**config.mk**
```make
export PLATFORM = sky130hd
export DESIGN_NAME = uart_tx_top
export DESIGN_NICKNAME = d
export VERILOG_FILES = /design/src/rtl/uart_tx_top.sv
export SDC_FILE = /design/constraint.sdc
export NUM_CORES = 1
export LEC_CHECK = 0
export ABC_CLOCK_PERIOD_IN_PS = 5100
export BUFFER_PORTS_ARGS = -buffer_cell sky130_fd_sc_hd__buf_2
export CORE_ASPECT_RATIO = 0.9
export CORE_MARGIN = 3
export CORE_UTILIZATION = 55
export CTS_CLUSTER_DIAMETER = 40
export DETAILED_ROUTE_END_ITERATION = 12
export PLACE_DENSITY = 0.76
export SKIP_CTS_REPAIR_TIMING = 1
export SLEW_MARGIN = 30
export SYNTH_ARGS = -nofsm -noshare
export SYNTH_HDL_FRONTEND = slang
export SYNTH_SLANG_ARGS = --single-unit
```
**constraint.sdc**
```tcl
create_clock -name CLK -period 5.1 [get_ports CLK]
set_clock_uncertainty 0.05 [all_clocks]
set_input_delay 0.51 -clock CLK [delete_from_list [all_inputs] [get_ports CLK]]
set_output_delay 0.51 -clock CLK [all_outputs]
set_load 0.02 [all_outputs]
```
**src/rtl/uart_tx_top.sv**
```systemverilog
// uart_tx_top: 8-bit UART transmitter with optional even/odd parity and a
// per-frame bit period (Prescale CLK cycles per bit, 0 or 1 treated as 8).
// Frame: start(0), data LSB first, optional parity, one stop(1).
// Optional feature: define UART_TX_HOLD_BUF_EN to add a one-byte holding
// register so a second byte can be queued and sent with zero idle gap.
// Without the macro TX_READY is asserted only while idle.
module uart_tx_top (
  input  logic       CLK,
  input  logic       RST,
  input  logic [7:0] P_DATA,
  input  logic       DATA_VALID,
  input  logic       PAR_EN,
  input  logic       PAR_TYP,
  input  logic [5:0] Prescale,
  output logic       TX_OUT,
  output logic       TX_READY,
  output logic       BUSY
);

  localparam int DATA_W = 8;

  typedef enum logic [2:0] {IDLE, START, DATA, PARITY, STOP} state_t;

  // Control state (reset)
  state_t      state_q, state_d;
  logic [5:0]  cnt_q, cnt_d;
  logic [2:0]  bit_q, bit_d;
  logic        tx_out_q, tx_out_d;
  logic        busy_q, busy_d;
  logic        ready_q, ready_d;

  // Frame data latched at acceptance (no reset needed)
  logic [DATA_W-1:0] data_q, data_d;
  logic              par_en_q, par_en_d;
  logic              par_bit_q, par_bit_d;
  logic [5:0]        presc_q, presc_d;

`ifdef UART_TX_HOLD_BUF_EN
  logic              hold_full_q, hold_full_d;
  logic [DATA_W-1:0] hold_data_q, hold_data_d;
  logic              hold_par_en_q, hold_par_en_d;
  logic              hold_par_bit_q, hold_par_bit_d;
  logic [5:0]        hold_presc_q, hold_presc_d;
`endif

  logic accept;
  logic bit_done;

  // Bit periods below 2 cycles are not meaningful; fall back to 8.
  function automatic logic [5:0] eff_prescale(input logic [5:0] p);
    return (p < 6'd2) ? 6'd8 : p;
  endfunction

  // Even parity is the XOR of the data bits; odd parity is its inverse.
  function automatic logic parity_bit(input logic [DATA_W-1:0] d, input logic odd);
    return (^d) ^ odd;
  endfunction

  assign accept   = DATA_VALID && ready_q;
  assign bit_done = (cnt_q == presc_q - 6'd1);

  // Next-state, counters, frame latching and registered-output precompute.
  always_comb begin
    state_d   = state_q;
    cnt_d     = cnt_q;
    bit_d     = bit_q;
    data_d    = data_q;
    par_en_d  = par_en_q;
    par_bit_d = par_bit_q;
    presc_d   = presc_q;
`ifdef UART_TX_HOLD_BUF_EN
    hold_full_d    = hold_full_q;
    hold_data_d    = hold_data_q;
    hold_par_en_d  = hold_par_en_q;
    hold_par_bit_d = hold_par_bit_q;
    hold_presc_d   = hold_presc_q;
`endif

    case (state_q)
      IDLE: begin
        if (accept) begin
          data_d    = P_DATA;
          par_en_d  = PAR_EN;
          par_bit_d = parity_bit(P_DATA, PAR_TYP);
          presc_d   = eff_prescale(Prescale);
          cnt_d     = 6'd0;
          bit_d     = 3'd0;
          state_d   = START;
        end
      end
      START: begin
        if (bit_done) begin
          cnt_d   = 6'd0;
          bit_d   = 3'd0;
          state_d = DATA;
        end else begin
          cnt_d = cnt_q + 6'd1;
        end
      end
      DATA: begin
        if (bit_done) begin
          cnt_d = 6'd0;
          if (bit_q == 3'd7) begin
            state_d = par_en_q ? PARITY : STOP;
          end else begin
            bit_d = bit_q + 3'd1;
          end
        end else begin
          cnt_d = cnt_q + 6'd1;
        end
      end
      PARITY: begin
        if (bit_done) begin
          cnt_d   = 6'd0;
          state_d = STOP;
        end else begin
          cnt_d = cnt_q + 6'd1;
        end
      end
      STOP: begin
        if (bit_done) begin
          cnt_d   = 6'd0;
          bit_d   = 3'd0;
          state_d = IDLE;
`ifdef UART_TX_HOLD_BUF_EN
          // Chain the queued byte (or one offered right now) with no gap.
          if (hold_full_q) begin
            data_d      = hold_data_q;
            par_en_d    = hold_par_en_q;
            par_bit_d   = hold_par_bit_q;
            presc_d     = hold_presc_q;
            hold_full_d = 1'b0;
            state_d     = START;
          end else if (accept) begin
            data_d    = P_DATA;
            par_en_d  = PAR_EN;
            par_bit_d = parity_bit(P_DATA, PAR_TYP);
            presc_d   = eff_prescale(Prescale);
            state_d   = START;
          end
`endif
        end else begin
          cnt_d = cnt_q + 6'd1;
        end
      end
      default: begin
        state_d = IDLE;
        cnt_d   = 6'd0;
        bit_d   = 3'd0;
      end
    endcase

`ifdef UART_TX_HOLD_BUF_EN
    // Bytes offered mid-frame are parked until the current stop bit ends.
    if (accept && (state_q != IDLE) && !((state_q == STOP) && bit_done)) begin
      hold_data_d    = P_DATA;
      hold_par_en_d  = PAR_EN;
      hold_par_bit_d = parity_bit(P_DATA, PAR_TYP);
      hold_presc_d   = eff_prescale(Prescale);
      hold_full_d    = 1'b1;
    end
`endif

    // Outputs are computed from the next state so they come straight off flops.
    case (state_d)
      START:   tx_out_d = 1'b0;
      DATA:    tx_out_d = data_d[bit_d];
      PARITY:  tx_out_d = par_bit_d;
      default: tx_out_d = 1'b1;
    endcase
    busy_d = (state_d != IDLE);
`ifdef UART_TX_HOLD_BUF_EN
    ready_d = !hold_full_d;
`else
    ready_d = (state_d == IDLE);
`endif
  end

  // Control registers with synchronous reset; reset aborts any frame.
  always_ff @(posedge CLK) begin
    if (RST) begin
      state_q  <= IDLE;
      cnt_q    <= 6'd0;
      bit_q    <= 3'd0;
      tx_out_q <= 1'b1;
      busy_q   <= 1'b0;
      ready_q  <= 1'b1;
`ifdef UART_TX_HOLD_BUF_EN
      hold_full_q <= 1'b0;
`endif
    end else begin
      state_q  <= state_d;
      cnt_q    <= cnt_d;
      bit_q    <= bit_d;
      tx_out_q <= tx_out_d;
      busy_q   <= busy_d;
      ready_q  <= ready_d;
`ifdef UART_TX_HOLD_BUF_EN
      hold_full_q <= hold_full_d;
`endif
    end
  end

  // Frame data registers; only ever read while the control state says valid.
  always_ff @(posedge CLK) begin
    data_q    <= data_d;
    par_en_q  <= par_en_d;
    par_bit_q <= par_bit_d;
    presc_q   <= presc_d;
`ifdef UART_TX_HOLD_BUF_EN
    hold_data_q    <= hold_data_d;
    hold_par_en_q  <= hold_par_en_d;
    hold_par_bit_q <= hold_par_bit_d;
    hold_presc_q   <= hold_presc_d;
`endif
  end

  assign TX_OUT   = tx_out_q;
  assign TX_READY = ready_q;
  assign BUSY     = busy_q;

endmodule
```
After elaboration in Yosys (flattened, before gate mapping)
Index checks and enable logic that the tools add are counted.

operators by class
  $add $sub $neg = 3
  magnitude comparators = 2
  equality and inequality tests = 10
  mux-type cells = 23
  bitwise operators = 1
  reductions and logical operators = 8

operators by type and width
  cell                 number
  $mux 3               11
  $mux 8               2
  $pmux 3 s5           1
  $eq 3x2->1 const B   4
  $mux 6               2
  $pmux 3 s4           1
  $pmux 6 s2           1
  $reduce_xor 8->1     1
  $add 6x1->6 const B  1
  $eq 3x1->1 const B   2
  $eq 3x3->1 const B   2
  $eq 6x6->1           1
  $logic_not 3->1      2
  $lt 6x2->1 const B   1
  $sub 6x1->6 const B  1
  $lt 3x4->1 const B   1
  $reduce_or 4->1      1
  $add 3x1->3 const B  1
  $bmux 1 s3           1
  $mux 1               3
  $pmux 1 s3           1
  $reduce_bool 3->1    1
  $ne 2x2->1 const B   1
  $reduce_and 2->1     1
  3 further kinds      3

storage, ports and cells
  bits in registers = 31
  bits of input ports = 19
  output and inout port bits = 3
  logic and storage cells = 57

Logic depth before layout (Yosys ltp)
Gate-level depths: netlist of run 1.

  depth after elaboration = 7
  gate-level depth with buffers = 10
  mapped depth without buffers = 10

Worst setup path before layout of run 1
No wires, ideal clock.

  path kind = reg-to-reg
  from = reg presc_q[0]
  to = reg tx_out_q (netlist: TX_OUT)
  setup time = 135 ps
  arrival = 2224 ps
  required time = 4915 ps
  setup slack = 2691 ps
  stages on the path, launching flop included = 11
  path buffers = 0
  clock period less this slack = 2409 ps
  cell sequence = edfxtp_1 inv_1 ha_1 nor3b_1 o211ai_1 or2_4 o31a_1 a31o_1 a32oi_2 o21bai_1 a41oi_2

on the way
  word-level cells in the longest chain between the ends = 7
  elaborated cells between the ends (all ways) = 16
  classes of those cells = add/sub: 1; eq/ne: 4; mux: 11

RTL lines
  element                           line          text
  start: declaration                36            logic [5:0] presc_q, presc_d;
  start signal: assignment          209           presc_q <= presc_d;
  $sub 6x1->6 *                     60            assign bit_done = (cnt_q == presc_q - 6'd1);
  $eq 6x6->1 *                      60
  $mux 3, on equally long branches  92, 121, 101
  $pmux 3 s4                        79            case (state_q)
  $bmux 1 s3                        167           DATA: tx_out_d = data_d[bit_d];
  $mux 1 (implied by the code)      167
  $pmux 1 s3 *                      165           case (state_d)
  end signal: assignment            195           tx_out_q <= tx_out_d;
  end: declaration                  28            logic tx_out_q, tx_out_d;

Mark *: on every way between the ends. The rest lies on a longest branch, timed or not. The select of a mux whose other input is x is not followed.
A chain may end at the register's enable or synchronous reset.

Final worst setup path of run 1
Same ends and word-level chain as after synthesis.

==> results of run 1 <==
==> cells in the mapped netlist, types with 3 or more instances <==
cell type	instances
or3_1	4
xor2_1	6
nand3b_1	4
a21oi_1	10
inv_1	8
dfxtp_1	24
ha_1	3
nand2_1	8
clkbuf_1	5
nor2b_1	3
xnor2_1	9
edfxtp_1	7
nand3_1	7
mux2_2	8
a211oi_1	6
o21ai_0	7
nor2_1	14
==> worst paths after layout <==
kind	endpoint	from
max	TX_OUT$_SDFF_PP1_	presc_q[0]$_SDFFCE_PN0P_
min	par_en_q$_DFFE_PP_	PAR_EN
max reg2reg	TX_OUT$_SDFF_PP1_	presc_q[0]$_SDFFCE_PN0P_
min reg2reg	data_q[1]$_DFF_P_	data_q[1]$_DFF_P_
==> sequential cells by signal, indices dropped and copies added (netlist names) <==
signal,count
par_bit_q,1
data_q,8
presc_q,6
TX_READY,1
BUSY,1
par_en_q,1
state_q,3
cnt_q,6
TX_OUT,1
bit_q,3
==> cell usage in the layout (no fill, tap or decap), drive strengths merged, types with 2 or more instances in the layout <==
cell,instances
dfxtp,24
buf,22
nor2,14
a21oi,10
xnor2,9
inv,8
nand2,8
mux2,8
clkbuf,8
o21ai,7
nand3,7
edfxtp,7
xor2,6
a211oi,6
or3,5
nand3b,4
nor2b,3
ha,3
mux2i,2
nor3b,2
o31a,2
o21bai,2
and3,2
o2111ai,2
nor3,2
and2,2
nand2b,2
nor4,2
a31o,2
==> power breakdown <==
part           switching, mW  leakage [nW]  internal (mW)  total (mW)
Sequential            0.0150         0.264          0.282       0.297
Clock                 0.0793        0.0386         0.0810       0.160
Combinational         0.0640         0.427         0.0565       0.120
Total                  0.158         0.730          0.420       0.578
==> per-stage QoR <==
stage | setup WS [ns] | std cells | util | instance area, sq um | power (mW)
finish | 2.44 | 238 | 0.664 | 1900 | 0.578
global route | 2.22 | 238 | 0.664 | 1900 | 0.611
CTS | 2.44 | 238 | 0.664 | 1900 | 0.585
detailed placement | 2.45 | 230 | 0.640 | 1830 | 0.423
global placement | 2.55 | 230 | 0.640 | 1830 | 0.418
floorplan | 2.69 | 176 | - | 1700 | 0.390
==> routing by layer <==
layer	track usage	up-vias	routed length, um
met3	0.0592	17	224
met4	0.0964	0	101
met1	0.245	635	1460
met5	0	-	0
met2	0.334	61	1620
li1	-	687	-
==> cell type report <==
cell class | count | area share
multi-input cells | 129 | 0.498
flip-flops and latches | 31 | 0.364
repair buffers | 22 | 0.0593
clock buffers | 8 | 0.0363
well taps | 40 | 0.0264
inverters | 8 | 0.0158
==> cell families after synthesis <==
logic type,Yosys count,share of synthesized area
XOR/XNOR,15,0.0772
flip-flops,31,0.406
multiplexers,10,0.0647
adder cells (fa/ha/maj),3,0.0220
AO/OA/AOI/OAI,43,0.198
buffers and inverters,16,0.0389
AND/OR/NAND/NOR,58,0.194
==> worst max-delay path: stages, from the launching register on <==
cell and delay [ns]:
edfxtp_1 0.43, inv_1 0.08, ha_1 0.21, nor3b_1 0.22
o211ai_1 0.17, or2_4 0.29, nor2_1 0.20, nand2_1 0.14
a2111oi_4 0.44, and2_1 0.20, a41oi_2 0.11
==> metrics.txt, run 1 <==
worst path required time 5.26 ns; syn avg cell area 9.68 sq um; CTS Buffer Depth 2; pin count of the biggest net entering global routing 18; Rows 18; Slew Viols, Final 0; # IOs 22; reg2reg path depth 10; wirelength, routed between 3 and 4 mm; CP Launch Type register; layout cells sized above 1 0.242; CTS tree built; PortBufs 21; Crit. End Element register; clk slew on worst S/H paths 0.09 ns; die span in x 64.7 um; CTS root buf clkbuf_4; DRC 0; Syn Std Cell Area 1700 sq um; unique cell type count in the Yosys netlist 50; drt first pass iters 5; Tmin final 2.66 ns; headroom to the max-slew limit 0.604; Sequential Area 691 sq um; TNS Setup 0 ns; Via density 5.88; # fillers about 240; status complete, no violations; WL per Instance 14.3 um; share of the synthesized area in the top cell type 0.282; r2r setup slk around 2.4 ns; area occupied by multi-input gates between 900 and 1000 sq um; Final #Nets 219; Initial Util 0.595; Die Y 58.8 um; top cells by area, synth dfxtp_1 (28%), edfxtp_1 (12%), mux2_2 (5.3%); Final Setup Violations 0; Leak 0.730 nW; WS Path Type reg2reg; Area Growth Syn to Fin 11.5%; total of max-cap violations 0; routability cong. 0.856; worst-path fanout max 5; Gate Count Post-Synth 176; Slew @ Worst Pin 0.594 ns; initial antenna violation count 0; CP arrival 2.82 ns; synthesis-stage register bit count 31; TritonCTS Buffers 5; worst hold path depth 1; vias in the first global route 1360; Yosys top cell by area dfxtp_1; Seq/Total Area, Yosys 0.406; gr usage total 0.203; Worst Hold Class in2reg; PwrDens 305 nW/um^2; Die ar. between 3000 and 4000 sq um; Net Count, Synth between 150 and 200; async set-reset flop share out of synthesis 0; fmax 376 MHz; 1st-iter DRT viols around 100; clk sinks 31; Routed Antenna Nets 0; later-pin clock latency in the skew report 0.33 ns; Top FF cell, synth dfxtp_1; diode count 0; Core Area 2860 sq um; GR Overflow Total 0; H-tree depth 2; Post-synth EDFFs 7; vias 1400; worst vdd ir 0.188 mV; unrepaired setup endpoints after global routing false; worst hold margin 0.308 ns; first-pass GRT wire length 5.96 mm; fin crit share 0.521; Hold Fails Final Rpt 0; DP HPWL 2.60 mm; Yosys warnings 0
No activity file was read; power rests on OpenSTA's default activity.
==> run 2: changes to the inputs <==
- ABC_CLOCK_PERIOD_IN_PS: 5100 -> 2740
- clock period: 5.1 -> 2.74 ns (I/O delays scaled with it)
==> run 2 against run 1 <==
Against the previous run: clock-buffer cell count decreased by 2; critical endpoint unchanged; non-clock buffer count increased by 6; wire length increased by 11%; sequential share of layout area decreased by 3.0 points; via count increased by 4.1%; largest cell class unchanged; final cell count increased by 2.5%; sequential power increased by 85%; largest power group unchanged.
==> metrics.txt, run 2 (same netlist as run 1, synthesis figures left out) <==
status complete, no violations (unchanged); later-pin clock latency in the skew report 0.35 ns (was 0.33 ns); Largest stage delay, worst path 0.44 ns (about the same); PortBufs 21 (unchanged); TritonCTS Buffers 5 (unchanged); Largest Register data_q (unchanged); Via density 5.98 (was 5.88); WS Path Type reg2reg (unchanged); worst hold margin 0.0574 ns (was 0.308 ns); drt first pass iters 4 (was 5); Hold Fails Final Rpt 0 (unchanged); sequential share of power 0.432 (was 0.514); fin crit share 0.972 (was 0.521); die span in x 64.7 um (unchanged); worst vdd ir 0.487 mV (was 0.188 mV); DRC 0 (unchanged); commonest non-fill, non-tap cell in the layout dfxtp_1 (unchanged); Area Growth Syn to Fin 21.4% (was 11.5%); gr usage total 0.214 (was 0.203); Final #Nets 225 (was 219); layout cells sized above 1 0.309 (was 0.242); pin count of the biggest net entering global routing 18 (unchanged); P_sw 332 uW (was 158 uW); Leak 0.800 nW (was 0.730 nW); CTS root buf clkbuf_4 (unchanged); vias in the first global route 1405 (was 1360); initial antenna violation count 0 (unchanged); fmax 375 MHz (was 376 MHz); clk sinks 31 (unchanged); placed inst area 1860 sq um (was 1830 sq um); CP Launch Type register (unchanged); Top Registers data_q (8), cnt_q (6), presc_q (6) (unchanged); # fillers 222 (was 237); Routed Antenna Nets 0 (unchanged); Int Pwr 940 uW (was 420 uW); CTS Buffer Depth 2 (unchanged); # IOs 22 (unchanged); unrepaired setup endpoints after global routing true (was false); Final Setup Violations 0 (unchanged); routability cong. 0.884 (was 0.856); worst-path fanout max 5 (unchanged); clk slew on worst S/H paths 0.10 ns (was 0.09 ns); Clock Power Share 0.355 (was 0.277); H-tree depth 2 (unchanged); critical-path cell list or3_4 > nor4_4 > o22ai_4 > o31a_1 > a31o_1 > a32oi_2 > o21bai_1 > a41oi_2 (was inv_1 > ha_1 > nor3b_1 > o211ai_1 > or2_4 > nor2_1 > nand2_1 > a2111oi_4 > and2_1 > a41oi_2); vias 1458 (was 1400); Buf+Inv Stages, Crit Path 0 (was 1); Setup WS pre-CTS 0.0855 ns (was 2.45 ns); Die Y 58.8 um (unchanged); Post-Layout Inst Area 2070 sq um (was 1900 sq um); worst path required time 2.91 ns (was 5.26 ns); Worst Hold Class in2reg (unchanged); total of max-cap violations 0 (unchanged); most frequent cells in the layout dfxtp_1 (24), buf_2 (21), nor2_1 (14) (unchanged); Slew Viols, Final 0 (unchanged); Worst Setup Slack, final 0.0759 ns (was 2.44 ns); first-pass GRT wire length 6.22 mm (was 5.96 mm); wirelength, routed 3.78 mm (was 3.41 mm); Slew @ Worst Pin 0.435 ns (was 0.594 ns); PwrDens 615 nW/um^2 (was 305 nW/um^2); Core Area 2860 sq um (unchanged); CTS tree built (unchanged); Gate power share 0.213 (was 0.208); Crit. End Element register (unchanged); Die ar. 3800 sq um (unchanged); Rows 18 (unchanged); Initial Util 0.595 (unchanged); WL per Instance 15.5 um (was 14.3 um); Tmin final 2.66 ns (about the same); slowest CP cell edfxtp_1 (was a2111oi_4); diode count 0 (unchanged); headroom to the max-slew limit 0.707 (was 0.604); DP HPWL 2.79 mm (was 2.60 mm); total power 1.27 mW (was 578 uW); number of flip-flops in the largest register 8 (unchanged); CP arrival 2.83 ns (was 2.82 ns); GR Overflow Total 0 (unchanged); 1st-iter DRT viols 89 (was 104); Core Util, Final 0.723 (was 0.664); Sw Ratio 0.261 (was 0.274); critical path's top delay family compound AO/OA/AOI/OAI gates (was simple AND/OR/NAND/NOR gates)
run 2: metal layers:
| layer | GRT usage | routed length [um] | up-vias |
|---|---|---|---|
| met1 | 0.242 | 1570 | 697 |
| met5 | 0 | 0 | - |
| met2 | 0.375 | 1870 | 60 |
| met4 | 0.0753 | 40 | 0 |
| met3 | 0.0763 | 302 | 6 |
| li1 | - | - | 695 |
run 2: final timing paths:
check        slack (ns)  cells past startpoint                     start                  to
max                0.08                      8  presc_q[0]$_SDFFCE_PN0P_   TX_OUT$_SDFF_PP1_
min                0.06                      1                    PAR_EN  par_en_q$_DFFE_PP_
max reg2reg        0.08                      8  presc_q[0]$_SDFFCE_PN0P_   TX_OUT$_SDFF_PP1_
min reg2reg        0.43                      2         data_q[3]$_DFF_P_   data_q[3]$_DFF_P_
run 2: worst reg2reg max path: cells and delay by family (launching register included):
kind             cells  cell delay [ns]
AO/OA/AOI/OAI        6             1.31
flip-flops           1             0.44
AND/OR/NAND/NOR      2             0.74
run 2: cell type report:
type                            instances  area (sq um)  share of cell area
Sequential cell                        31           691               0.334
Multi-Input combinational cell        129          1020               0.496
Tap cell                               40          50.0              0.0242
Clock inverter                          2          60.1              0.0291
Timing Repair Buffer                   28           170              0.0823
Clock buffer                            6          41.3              0.0200
Inverter                                8          30.0              0.0145
run 2: per-stage QoR:
step / instances / TNS, ns
3_3_place_gp: 232 / 0
5_1_grt: 244 / -0.0460
3_5_place_dp: 232 / 0
2_1_floorplan: 176 / 0
4_1_cts: 240 / 0
6_report: 244 / 0
run 2: power by group through the flow:
stage | clock (mW) | combinational [mW] | sequential, mW
after floorplan | 0 | 0.167 | 0.559
after global routing | 0.474 | 0.299 | 0.553
after global placement | 0 | 0.234 | 0.556
after detailed placement | 0 | 0.242 | 0.559
after CTS | 0.456 | 0.244 | 0.548
final | 0.452 | 0.271 | 0.549
